==> config.mk <==
export PLATFORM = sky130hd
export DESIGN_NAME = bcd_serial_add_ctrl_flat
export DESIGN_NICKNAME = d
export VERILOG_FILES = /design/src/rtl/bcd_serial_add_ctrl_if.sv /design/src/rtl/bcd_serial_add_ctrl.sv /design/src/flat_wrapper.sv
export SDC_FILE = /design/constraint.sdc
export NUM_CORES = 1
export LEC_CHECK = 0
export CAP_MARGIN = 15
export CORE_ASPECT_RATIO = 1.4
export CORE_MARGIN = 10
export CORE_UTILIZATION = 30
export CTS_CLUSTER_DIAMETER = 100
export DETAILED_ROUTE_END_ITERATION = 6
export GPL_TIMING_DRIVEN = 0
export PLACE_DENSITY_LB_ADDON = 0.15
export SYNTH_ARGS = -nofsm -noshare
export SYNTH_HDL_FRONTEND = slang
export SYNTH_SLANG_ARGS = --single-unit
export TNS_END_PERCENT = 1
==> constraint.sdc <==
create_clock -name clk -period 2.7 [get_ports clk]
set_input_delay 0.54 -clock clk [delete_from_list [all_inputs] [get_ports clk]]
set_output_delay 0.54 -clock clk [all_outputs]
set_load 0.01 [all_outputs]
==> src/rtl/bcd_serial_add_ctrl_if.sv <==
// bcd_serial_add_ctrl_if
//   Bundles the operand and result handshakes of the serial BCD adder
//   controller. Clock and reset are kept as plain ports on the controller.
//
//   Signals (DIGITS BCD digits per operand):
//     in_valid   source -> ctrl   operand pair valid
//     in_ready   ctrl -> source   controller can accept operands
//     a, b       source -> ctrl   packed BCD operands, digit 0 in [3:0]
//     cin        source -> ctrl   carry into digit 0
//     out_valid  ctrl -> sink     result valid
//     out_ready  sink -> ctrl     consumer accepts result
//     sum        ctrl -> sink     packed BCD result
//     cout       ctrl -> sink     carry out of the most significant digit
//     busy       ctrl -> sink     operation in progress or result pending
//     err        ctrl -> sink     invalid-digit flag
//
//   Modports: master = operand source / result consumer, slave = controller.
interface bcd_serial_add_ctrl_if #(
  parameter int DIGITS = 4
);
  logic                  in_valid;
  logic                  in_ready;
  logic [4*DIGITS-1:0]   a;
  logic [4*DIGITS-1:0]   b;
  logic                  cin;
  logic                  out_valid;
  logic                  out_ready;
  logic [4*DIGITS-1:0]   sum;
  logic                  cout;
  logic                  busy;
  logic                  err;

  modport master (
    output in_valid, a, b, cin, out_ready,
    input  in_ready, out_valid, sum, cout, busy, err
  );

  modport slave (
    input  in_valid, a, b, cin, out_ready,
    output in_ready, out_valid, sum, cout, busy, err
  );
endinterface

==> src/rtl/bcd_serial_add_ctrl.sv <==
// bcd_serial_add_ctrl
//   Adds two DIGITS-wide packed BCD operands one digit per clock, least
//   significant digit first, keeping the inter-digit carry in a register.
//   Operands arrive over a valid/ready handshake; the result is offered over
//   a second valid/ready handshake and held until the consumer takes it.
//
//   Ports:
//     clk    rising-edge clock
//     rst_n  asynchronous active-low reset
//     bus    bcd_serial_add_ctrl_if.slave (in_valid/in_ready/a/b/cin,
//            out_valid/out_ready/sum/cout, busy, err)
//
//   Optional feature: define BCD_INVALID_CHECK_EN to flag operand digits
//   greater than 9 on err (sticky for one operation, cleared at the next
//   accept). Without the macro err is tied low and no check logic exists.
module bcd_serial_add_ctrl #(
  parameter int DIGITS = 4
) (
  input logic                clk,
  input logic                rst_n,
  bcd_serial_add_ctrl_if.slave bus
);

  localparam int W    = 4 * DIGITS;
  localparam int IDXW = (DIGITS > 1) ? $clog2(DIGITS) : 1;

  typedef enum logic [1:0] {IDLE, ADD, DONE} state_t;

  state_t            state_q, state_d;
  logic [W-1:0]      aSh_q, aSh_d;
  logic [W-1:0]      bSh_q, bSh_d;
  logic [W-1:0]      sum_q, sum_d;
  logic              carry_q, carry_d;
  logic              cout_q, cout_d;
  logic [IDXW-1:0]   idx_q, idx_d;

  logic [4:0]        digitSum;
  logic [4:0]        digitAdj;
  logic [3:0]        digitOut;
  logic              digitCarry;
  logic [W+3:0]      sumWide;
  logic              lastDigit;

  // Single-digit BCD stage on the low nibble of the operand shift registers.
  // A raw sum above 9 is corrected by adding 6 and dropping bit 4; that same
  // rule is applied unchanged to non-BCD input digits.
  always_comb begin
    digitSum   = {1'b0, aSh_q[3:0]} + {1'b0, bSh_q[3:0]} + {4'b0000, carry_q};
    digitAdj   = digitSum + 5'd6;
    digitOut   = digitSum[3:0];
    digitCarry = 1'b0;
    if (digitSum > 5'd9) begin
      digitOut   = digitAdj[3:0];
      digitCarry = 1'b1;
    end
    // New digit enters from the MSD side, so after DIGITS steps digit d
    // sits at sum[4d+3:4d]. The widened vector keeps DIGITS=1 legal.
    sumWide   = {digitOut, sum_q};
    lastDigit = (idx_q == IDXW'(DIGITS - 1));
  end

  // Next-state and datapath control. Accept happens only in IDLE, so an
  // operand can never be taken on the same edge as a result handshake.
  always_comb begin
    state_d = state_q;
    aSh_d   = aSh_q;
    bSh_d   = bSh_q;
    sum_d   = sum_q;
    carry_d = carry_q;
    cout_d  = cout_q;
    idx_d   = idx_q;
    case (state_q)
      IDLE: begin
        if (bus.in_valid) begin
          state_d = ADD;
          aSh_d   = bus.a;
          bSh_d   = bus.b;
          carry_d = bus.cin;
          idx_d   = '0;
        end
      end
      ADD: begin
        aSh_d   = aSh_q >> 4;
        bSh_d   = bSh_q >> 4;
        carry_d = digitCarry;
        sum_d   = sumWide[W+3:4];
        idx_d   = idx_q + 1'b1;
        if (lastDigit) begin
          state_d = DONE;
          cout_d  = digitCarry;
          idx_d   = '0;
        end
      end
      DONE: begin
        if (bus.out_ready) begin
          state_d = IDLE;
        end
      end
      default: begin
        state_d = IDLE;
      end
    endcase
  end

  // State and datapath registers; reset discards any operation in flight.
  always_ff @(posedge clk or negedge rst_n) begin
    if (!rst_n) begin
      state_q <= IDLE;
      aSh_q   <= '0;
      bSh_q   <= '0;
      sum_q   <= '0;
      carry_q <= 1'b0;
      cout_q  <= 1'b0;
      idx_q   <= '0;
    end else begin
      state_q <= state_d;
      aSh_q   <= aSh_d;
      bSh_q   <= bSh_d;
      sum_q   <= sum_d;
      carry_q <= carry_d;
      cout_q  <= cout_d;
      idx_q   <= idx_d;
    end
  end

`ifdef BCD_INVALID_CHECK_EN
  logic err_q, err_d;

  // Sticky invalid-digit flag: cleared when a new operand pair is accepted,
  // set by any a or b digit above 9 as it passes through the adder stage.
  always_comb begin
    err_d = err_q;
    if (state_q == IDLE && bus.in_valid) begin
      err_d = 1'b0;
    end else if (state_q == ADD && (aSh_q[3:0] > 4'd9 || bSh_q[3:0] > 4'd9)) begin
      err_d = 1'b1;
    end
  end

  // Flag register.
  always_ff @(posedge clk or negedge rst_n) begin
    if (!rst_n) begin
      err_q <= 1'b0;
    end else begin
      err_q <= err_d;
    end
  end

  assign bus.err = err_q;
`else
  assign bus.err = 1'b0;
`endif

  assign bus.in_ready  = (state_q == IDLE);
  assign bus.out_valid = (state_q == DONE);
  assign bus.busy      = (state_q != IDLE);
  assign bus.sum       = sum_q;
  assign bus.cout      = cout_q;

endmodule

==> src/flat_wrapper.sv <==
// flat-port wrapper written by rule: the top's interface ports become plain ports
module bcd_serial_add_ctrl_flat 
#(
  parameter int DIGITS = 4
)
  (clk, rst_n, bus_in_valid, bus_a, bus_b, bus_cin, bus_out_ready, bus_in_ready, bus_out_valid, bus_sum, bus_cout, bus_busy, bus_err);
  bcd_serial_add_ctrl_if #(.DIGITS(DIGITS)) bus_i ();
  input logic clk;
  input logic rst_n;
  input wire logic [$bits(bus_i.in_valid)-1:0] bus_in_valid;
  input wire logic [$bits(bus_i.a)-1:0] bus_a;
  input wire logic [$bits(bus_i.b)-1:0] bus_b;
  input wire logic [$bits(bus_i.cin)-1:0] bus_cin;
  input wire logic [$bits(bus_i.out_ready)-1:0] bus_out_ready;
  output wire logic [$bits(bus_i.in_ready)-1:0] bus_in_ready;
  output wire logic [$bits(bus_i.out_valid)-1:0] bus_out_valid;
  output wire logic [$bits(bus_i.sum)-1:0] bus_sum;
  output wire logic [$bits(bus_i.cout)-1:0] bus_cout;
  output wire logic [$bits(bus_i.busy)-1:0] bus_busy;
  output wire logic [$bits(bus_i.err)-1:0] bus_err;
  assign bus_i.in_valid = bus_in_valid;
  assign bus_i.a = bus_a;
  assign bus_i.b = bus_b;
  assign bus_i.cin = bus_cin;
  assign bus_i.out_ready = bus_out_ready;
  assign bus_in_ready = bus_i.in_ready;
  assign bus_out_valid = bus_i.out_valid;
  assign bus_sum = bus_i.sum;
  assign bus_cout = bus_i.cout;
  assign bus_busy = bus_i.busy;
  assign bus_err = bus_i.err;
  bcd_serial_add_ctrl #(.DIGITS(DIGITS)) u_core (.clk(clk), .rst_n(rst_n), .bus(bus_i));
endmodule
# == Yosys cells after proc, flatten, opt, wreduce, memory -nomap -nowiden ==
# Index checks and enable logic that the tools add are counted.
# classes
n_addsub,4
magnitude_cmp,1
n_eq_ne,6
n_mux,15
reduce_logical,6
# op_table
op,n
$pmux 16 s2,2
$mux 16,2
$mux 2,5
$pmux 2 s3,1
$add 4x4->5,1
$add 5x1->5,1
$gt 5x4->1 const B,1
$add 4x3->4 const B,1
$eq 2x2->1 const B,2
$mux 4,1
$ne 2x2->1 const B,2
$pmux 2 s2,1
$reduce_and 2->1,2
$reduce_bool 2->1,2
$reduce_and 3->1,1
$add 2x1->2 const B,1
$eq 2x1->1 const B,1
$logic_not 2->1,1
$mux 1,2
$ne 2x1->1 const B,1
$pmux 1 s2,1
# word_totals
reg_bits,54
input_bits,37
output_inout_bits,21
elab_cells,39

# == Longest topological paths before layout ==
# depth
depth_word,5
ltp_mapped,8
depth_no_buf,8

# == Least setup slack after synthesis ==
# OpenSTA, ideal clock, no wires.
# synth_path
path_type,register to register
start,register u_core.carry_q
end,"register u_core.sum_q[14], in the netlist u_core.bus.sum[14]"
setup_ns,0.132
arrival_ns,2.682
required_ns,2.568
slack_ns,-0.114
stages_incl_launch_ff,9
path_cell_list,dfrtp_1 -> fa_1 -> fa_1 -> xnor2_1 -> ha_1 -> or3b_1 -> mux2_2 -> a311oi_1 -> a211oi_1
# synth_between
elab_chain_cells,3
# synth_lines
element,line_no,rtl
"start, declared",bcd_serial_add_ctrl.sv:33,"logic carry_q, carry_d;"
"start signal, assigned",bcd_serial_add_ctrl.sv:120,carry_q <= carry_d;
$add 5x1->5 (*),bcd_serial_add_ctrl.sv:48,"digitSum = {1'b0, aSh_q[3:0]} + {1'b0, bSh_q[3:0]} + {4'b0000, carry_q};"
$add 4x3->4 or $gt 5x4->1 (tied branches),"bcd_serial_add_ctrl.sv:49, bcd_serial_add_ctrl.sv:52",
$mux 4 (*),bcd_serial_add_ctrl.sv:52,if (digitSum > 5'd9) begin
"end signal, assigned",bcd_serial_add_ctrl.sv:119,sum_q <= sum_d;
"end, declared",bcd_serial_add_ctrl.sv:32,"logic [W-1:0] sum_q, sum_d;"
# Every way passes the cells marked *; elsewhere a longest branch is shown, timed or not.
# A chain may end at the register's enable or synchronous reset.

# == Final worst setup path ==
# Ends and elaborated chain as after synthesis.

==> flow_summary_export.csv <==
group,metric,value,unit
power,p_comb_share,57.4,%
worst_setup_path,crit_path_frequent_cell,"fa_2",
routing,drc_errors,0,
run_status,outcome,"complete, but fails checks",
worst_setup_path,cp-startpoint,"u_core.carry_q",
grt,grt_antenna_before_repair,0,
timing,fmax,364,MHz
power,irDropWorstVdd,0.000507,V
clock_network,htree_levels,2,
placement,post-dp-hpwl,5260,um
timing,skew,0.00908,ns
routing,wire_per_inst,15.3,um
routing,vias,2181,
layout,diodes,0,
floorplan,die_x,99.8,um
power,internal_power,2.98,mW
timing,finalCritPeriodShare,102,%
clock_network,cts_sinks,54,
power,switching_share,41.2,%
job,cap_violations,0,
worst_setup_path,worst-path-max-fanout,4,
power,p_sw,2.09,mW
layout,final_util,41.6,%
layout,num-fill-cells,890,
timing,setup-tns-final,-0.0436,ns
grt,grt_pass1_vias,2336,
run_status,violations,"negative setup slack",
layout,multi_input_area,1250,um^2
worst_setup_path,slowest_delay,0.57,ns
worst_setup_path,critPathArrivalTime,2.91,ns
synth,synth_warnings,0,
routing,ant_nets,0,
clock_network,clk_path_buf_depth,2,
placement,gp_congestion,0.775,
worst_setup_path,endpoint_kind,"flop",
floorplan,start_util,30.9,%
routing,initialDrtViolationCount,89,
floorplan,fp.dieH,132,um
routing,met2_length,3390,um
layout,nNetsFinal,392,
power,pwr-share-clk,14.7,%
timing,hold_viol_final,0,
power,cellPowerDensity,1410,nW/um^2
synth,syn_nets,325,
synth,postSynthCellCount,281,
synth,synthFlopType,"dfrtp_1",
worst_setup_path,crit_chain,"fa_2, fa_2, inv_2, ha_4, or3b_1, mux2_4, a311oi_2, a211oi_1",
routing,totalWireLength,6950,um
timing,period_minus_slack,2.74,ns
timing,setup_ws,-0.0436,ns
worst_setup_path,critPathLaunchType,"flop",
clock_network,clk-insertion-delay-late,0.30,ns
floorplan,pin_count,58,
clock_network,clk_pin_slew,0.08,ns
synth,post_synth_instance_area,2670,um^2
grt,grtUsageTotal,10.7,%
routing,m1WireLength,3040,um
floorplan,core_area,8660,um^2
timing,slew_headroom,62.4,%
routing,wl_met3,408,um
synth,yosysSeqAreaShare,50.6,%
worst_setup_path,cp.required,2.87,ns
grt,overflow,0,
worst_setup_path,critPathSlowestCell,"fa_2",
layout,drive_above_1_share,9.17,%
synth,ys_types,37,
grt,grt_pass1_wl,11700,um
timing,setup_viol,1,
clock_network,cts_hold_buf,0,
worst_setup_path,regToRegSetupSlack,-0.04,ns
clock_network,cts_root_buf,"clkbuf_16",
routing,drtPass1Iterations,4,
worst_setup_path,worstRegToRegCells,8,
timing,tightest_slew,0.564,ns
timing,drv_slew,0,
power,p_leak,1.63,nW
worst_setup_path,path_buf_inv,1,
worst_setup_path,path_class,"reg2reg",
layout,syn_to_final_growth,34.9,%
synth,async_flop_share,100,%
hold_path,min_path_type,"in2async",
power,seq_power_share,27.9,%
floorplan,die_area,13100,um^2
routing,highest_layer,"met4",
worst_setup_path,rr_startpoint,"u_core.carry_q",
layout,area.sequential,1350,um^2
placement,io_buffer_count,56,
routing,vias_per_cell,4.80,
worst_setup_path,cpLargestDelayFamily,"adder cells",
grt,grt_max_degree,34,
timing,rsz0062_at_grt,"yes",
clock_network,cts_buffers,5,
floorplan,num_rows,40,
worst_setup_path,r2r_end,"u_core.bus.sum[14]",
clock_network,cts_tree,"done",
synth,synth_edf_count,0,
synth,ys_ff_latch,54,
synth,avgSynthCellArea,9.51,um^2
stage by stage:
stage / power, mW / instances / area, um^2 / hold slack (ns) / setup WS [ns]
2_1_floorplan: 3.23 / 281 / 2680 / 0.244 / 0.0186
3_3_place_gp: 4.05 / 442 / 3370 / 0.459 / -0.733
3_5_place_dp: 4.10 / 443 / 3390 / 0.462 / -0.151
4_1_cts: 5.09 / 453 / 3600 / 0.239 / -0.0911
5_1_grt: 5.50 / 454 / 3610 / 0.265 / -0.127
6_report: 5.07 / 454 / 3610 / 0.219 / -0.0436
cell usage in the layout (no fill, tap or decap), drive strengths merged:
| cell | count |
|---|---|
| a21oi | 11 |
| a21o | 1 |
| clkbuf | 16 |
| or2 | 1 |
| fa | 2 |
| clkdlybuf4s50 | 55 |
| nand3b | 1 |
| nor2b | 10 |
| bufinv | 1 |
| a21bo | 1 |
| o21bai | 1 |
| nand3 | 3 |
| nand4 | 1 |
| conb | 1 |
| nand2 | 75 |
| o2111a | 1 |
| clkinv | 1 |
| a311oi | 1 |
| o211ai | 2 |
| or3b | 1 |
| dfrtp | 54 |
| inv | 6 |
| o31ai | 2 |
| a22oi | 1 |
| mux2 | 1 |
| a31oi | 4 |
| a22o | 1 |
| mux2i | 25 |
| o21ai | 34 |
| nor2 | 6 |
| ha | 5 |
| a2111o | 1 |
| a31o | 1 |
| a211oi | 3 |
| xnor2 | 1 |
| a221oi | 1 |
| buf | 12 |
| nand2b | 5 |
cells in the mapped netlist (2+ instances only):
library cell,n,area (um^2)
nand2_1,75,282
clkbuf_1,11,41.3
a31oi_1,4,25.0
o21ai_0,34,170
a21oi_1,10,50.1
dfrtp_1,54,1350
mux2i_1,25,250
o31ai_1,2,15.0
nor2b_1,10,62.6
buf_2,3,15.0
ha_1,5,62.6
nand3_1,3,15.0
buf_4,4,30.0
fa_1,2,40.0
inv_1,5,18.8
nor2_1,6,22.5
o211ai_1,2,15.0
a211oi_1,3,22.5
nand2b_1,5,31.3
power by group through the flow:
stage          clock network, mW  logic (mW)  registers (mW)
6_report                   0.745        2.91            1.41
4_1_cts                    0.762        2.91            1.42
3_5_place_dp                   0        2.67            1.44
5_1_grt                    0.796        3.24            1.47
2_1_floorplan                  0        1.80            1.43
3_3_place_gp                   0        2.63            1.42
cell type report:
| type | instances | area share [%] |
|---|---|---|
| Buffer | 18 | 2.39 |
| Clock buffer | 5 | 3.47 |
| Inverter | 5 | 0.520 |
| Clock inverter | 3 | 1.21 |
| Multi-Input combinational cell | 204 | 34.7 |
| Tap cell | 105 | 3.64 |
| Sequential cell | 54 | 37.5 |
| Timing Repair Buffer | 60 | 16.6 |
flip-flops by register name (all words and copies together), names as in the netlist:
name / flops
u_core.state_q: 2
u_core.aSh_q: 16
u_core.bus.sum: 16
u_core.bus.cout: 1
u_core.bSh_q: 16
u_core.idx_q: 2
u_core.carry_q: 1
layer usage:
layer | global-route usage (%) | vias to the layer above
met1 | 12.4 | 1022
met2 | 18.2 | 61
met4 | 3.12 | 0
met5 | 0 | -
met3 | 3.52 | 9
li1 | - | 1089
worst max-delay path by stage:
stage                                    end  slack (ns)  depth (start not counted)
after floorplan           u_core.bus.sum[14]        0.02                          8
after CTS                 u_core.bus.sum[14]       -0.09                          8
after global placement      u_core.bSh_q[12]       -0.73                          1
final                     u_core.bus.sum[14]       -0.04                          8
after global routing      u_core.bus.sum[14]       -0.13                          8
after detailed placement  u_core.bus.sum[14]       -0.15                          8
worst register-to-register path, stage by stage, from the launching register on:
cell and delay (ns):
dfrtp_1 0.41, fa_2 0.44, fa_2 0.57, inv_2 0.06, ha_4 0.17, or3b_1 0.35
mux2_4 0.29, a311oi_2 0.24, a211oi_1 0.10
cells by family after synthesis:
family | synth area share (%)
compound gates | 14.9
xor+xnor | 0.328
fa+ha+maj | 3.84
buf+inv | 3.93
flops | 50.6
mux | 9.78
other cells | 0.140
simple gates | 16.5
what timing repair did:
item	in CTS	in global routing
gates resized for setup	5	0
hold endpoints to repair	0	0
pin swaps	5	2
setup endpoints to repair	1	3
buffers inserted	2	1
(Power assumes the default switching activity.)
==> variant: new RTL, same settings <==
`aSh_q`, `bSh_q` and `sum_q` no longer have a reset.
--- a/src/rtl/bcd_serial_add_ctrl.sv
+++ b/src/rtl/bcd_serial_add_ctrl.sv
@@ -108,5 +108,2 @@
       state_q <= IDLE;
-      aSh_q   <= '0;
-      bSh_q   <= '0;
-      sum_q   <= '0;
       carry_q <= 1'b0;
@@ -116,5 +113,2 @@
       state_q <= state_d;
-      aSh_q   <= aSh_d;
-      bSh_q   <= bSh_d;
-      sum_q   <= sum_d;
       carry_q <= carry_d;
@@ -123,2 +117,8 @@
     end
+  end
+
+  always_ff @(posedge clk) begin
+    aSh_q <= aSh_d;
+    bSh_q <= bSh_d;
+    sum_q <= sum_d;
   end
Formal check against the unedited RTL: differs if rst_n is asserted again (counterexample within 4 cycles, from zero or initial values and one cycle with rst_n low); with rst_n held inactive, the same outputs for 10 cycles.
==> variant against the original RTL <==
  * Clock power is 27% lower
  * Sequential power is 25% higher
  * Critical path depth is 1 lower
  * Synthesized area is 13% lower
  * Worst setup slack better by 0.14 ns
  * Maximum frequency is 5.5% higher
  * Routed wire length is 37% lower
  * Sequential cell count stayed put
  * Power is 8.3% lower
  * Design area is 11% lower
  * First-iteration DRC count is 56% lower
==> variant: results (changes against the original RTL) <==
Status - finished clean (was finished with violations)
VDD IR max - 0.561 mV (was 0.507 mV)
Total power - 4650 uW (was 5070 uW)
Setup Fix Bufs, Post-CTS - 0 (was 2)
Worst-path clk slew - 0.09 ns
Clock network power share - 11.7% (was 14.7%)
GPL Wtd Cong - 0.709 (was 0.775)
Sequential cell count - 54 (unchanged)
Worst min-delay path category - register to register (was input port to asynchronous set/reset pin)
Ant. Diodes - 0 (unchanged)
#MultiIn Comb - 73 (was 204)
Signal buf overhead - 20.1% (was 19.0%)
Mapped Nets - 181 (was 325)
Area occupied by registers - 0.00159 mm2 (was 0.00135 mm2)
P_comb - 2340 uW (was 2910 uW)
Netlist cell types - 31 (was 37)
Async SR Flop Fraction - 11.1% (was 100%)
Register area share after synthesis - 68.2% (was 50.6%)
DP HPWL - 3370 um (was 5260 um)
Largest net degree at the start of global routing - 33 (was 34)
Inst Count DP - 293 (was 443)
Via count - 1344 (was 2181)
Critical Path AT - 2.64 ns (was 2.91 ns)
Clock-cell share of area - 3.52% (was 4.68%)
Fill count - 699 (was 890)
Crit path time final - 2.60 ns (was 2.74 ns)
Routed len/inst - 14.4 um (was 15.3 um)
Rel. slew slack - 55.8% (was 62.4%)
Vias in the first global route - 1465 (was 2336)
Final #Nets - 248 (was 392)
Post-DP Area - 0.00302 mm2 (was 0.00339 mm2)
Wirelength, routed - 4380 um (was 6950 um)
Top cells by count, synth - 48 x edfxtp_1, 15 x mux2_1, 11 x nor2b_1 (was 75 x nand2_1, 54 x dfrtp_1, 34 x o21ai_0)
Setup TNS Final - 0 ns (was -0.0436 ns)
R2R setup slack - 0.1 ns (was -0.04 ns)
P_int - 3100 uW (was 2980 uW)
Fin Hold WS - 0.455 ns (was 0.219 ns)
Worst R2R Path Depth - 7 (was 8)
First-pass GRT wire length - 6840 um (was 11700 um)
Pre-CTS setup slack - -0.0523 ns (was -0.151 ns)
Top FF cell, synth - edfxtp_1 (was dfrtp_1)
Multi-input combinational area share - 22.1% (was 34.7%)
Final core occ - 41.8% (was 41.6%)
DRT iter0 DRCs - 39 (was 89)
Post-Synth XOR/XNOR Area - 0.376% (was 0.328%)
EDFF count, synth - 48 (was 0)
Mapped Avg Cell Area - 17.0 um2 (was 9.51 um2)
Lkg Pwr - 0.00121 uW (was 0.00163 uW)
Synth area leaders - edfxtp_1 62%, mux2_1 7.2%, dfrtp_1 6.4%, mux2_2 4.8%, nor2b_1 3.0% (was dfrtp_1 51%, nand2_1 11%, mux2i_1 9.4%, o21ai_0 6.4%, ha_1 2.3%)
Synth Area in Compound Gates - 6.06% (was 14.9%)
Fraction of layout cells with a size suffix above 1 - 18.0% (was 9.17%)
Signal buffers - 65 (was 78)
GRT Total Usage - 7.39% (was 10.7%)
Post-CTS resize count - 1 (was 5)
Clock Skews - 0.0108 ns (was 0.00908 ns)
Adder-cell share of the synthesized area - 4.40% (was 3.84%)
Post-synthesis mux area share - 12.9% (was 9.78%)
Clk root buf - clkbuf_8 (was clkbuf_16)
Crit path to - u_core.bus.sum[14]$_DFFE_PP_ (was u_core.bus.sum[14]$_DFFE_PN0P_)
## variant: changes by cell type in the layout (fill, tap and decap cells not counted), moves of 4 or more
cell / unedited run / this run
nand2_1: 75 / 2
dfrtp_1: 54 / 6
edfxtp_1: 0 / 48
o21ai_0: 34 / 0
mux2i_1: 25 / 2
mux2_1: 0 / 15
clkbuf_1: 11 / 0
mux2_2: 0 / 10
a21oi_1: 10 / 2
clkbuf_16: 5 / 0
clkbuf_8: 0 / 5
a31oi_1: 4 / 0
## variant: critical path: stages (launching register included)
cell and delay, ns:
dfrtp_1 0.43, fa_2 0.41, fa_1 0.41, xnor2_1 0.19, ha_2 0.22, a31o_4 0.23
o31ai_4 0.33, mux2i_1 0.12
## variant: per-layer routing
| metal | vias up | global-route usage (%) | part of all wire [%] |
|---|---|---|---|
| met5 | - | 0 | 0 |
| met4 | 0 | 2.65 | 1.6 |
| met3 | 7 | 3.56 | 9.4 |
| met2 | 49 | 13.0 | 53 |
| met1 | 647 | 7.17 | 36 |
| li1 | 641 | - | - |
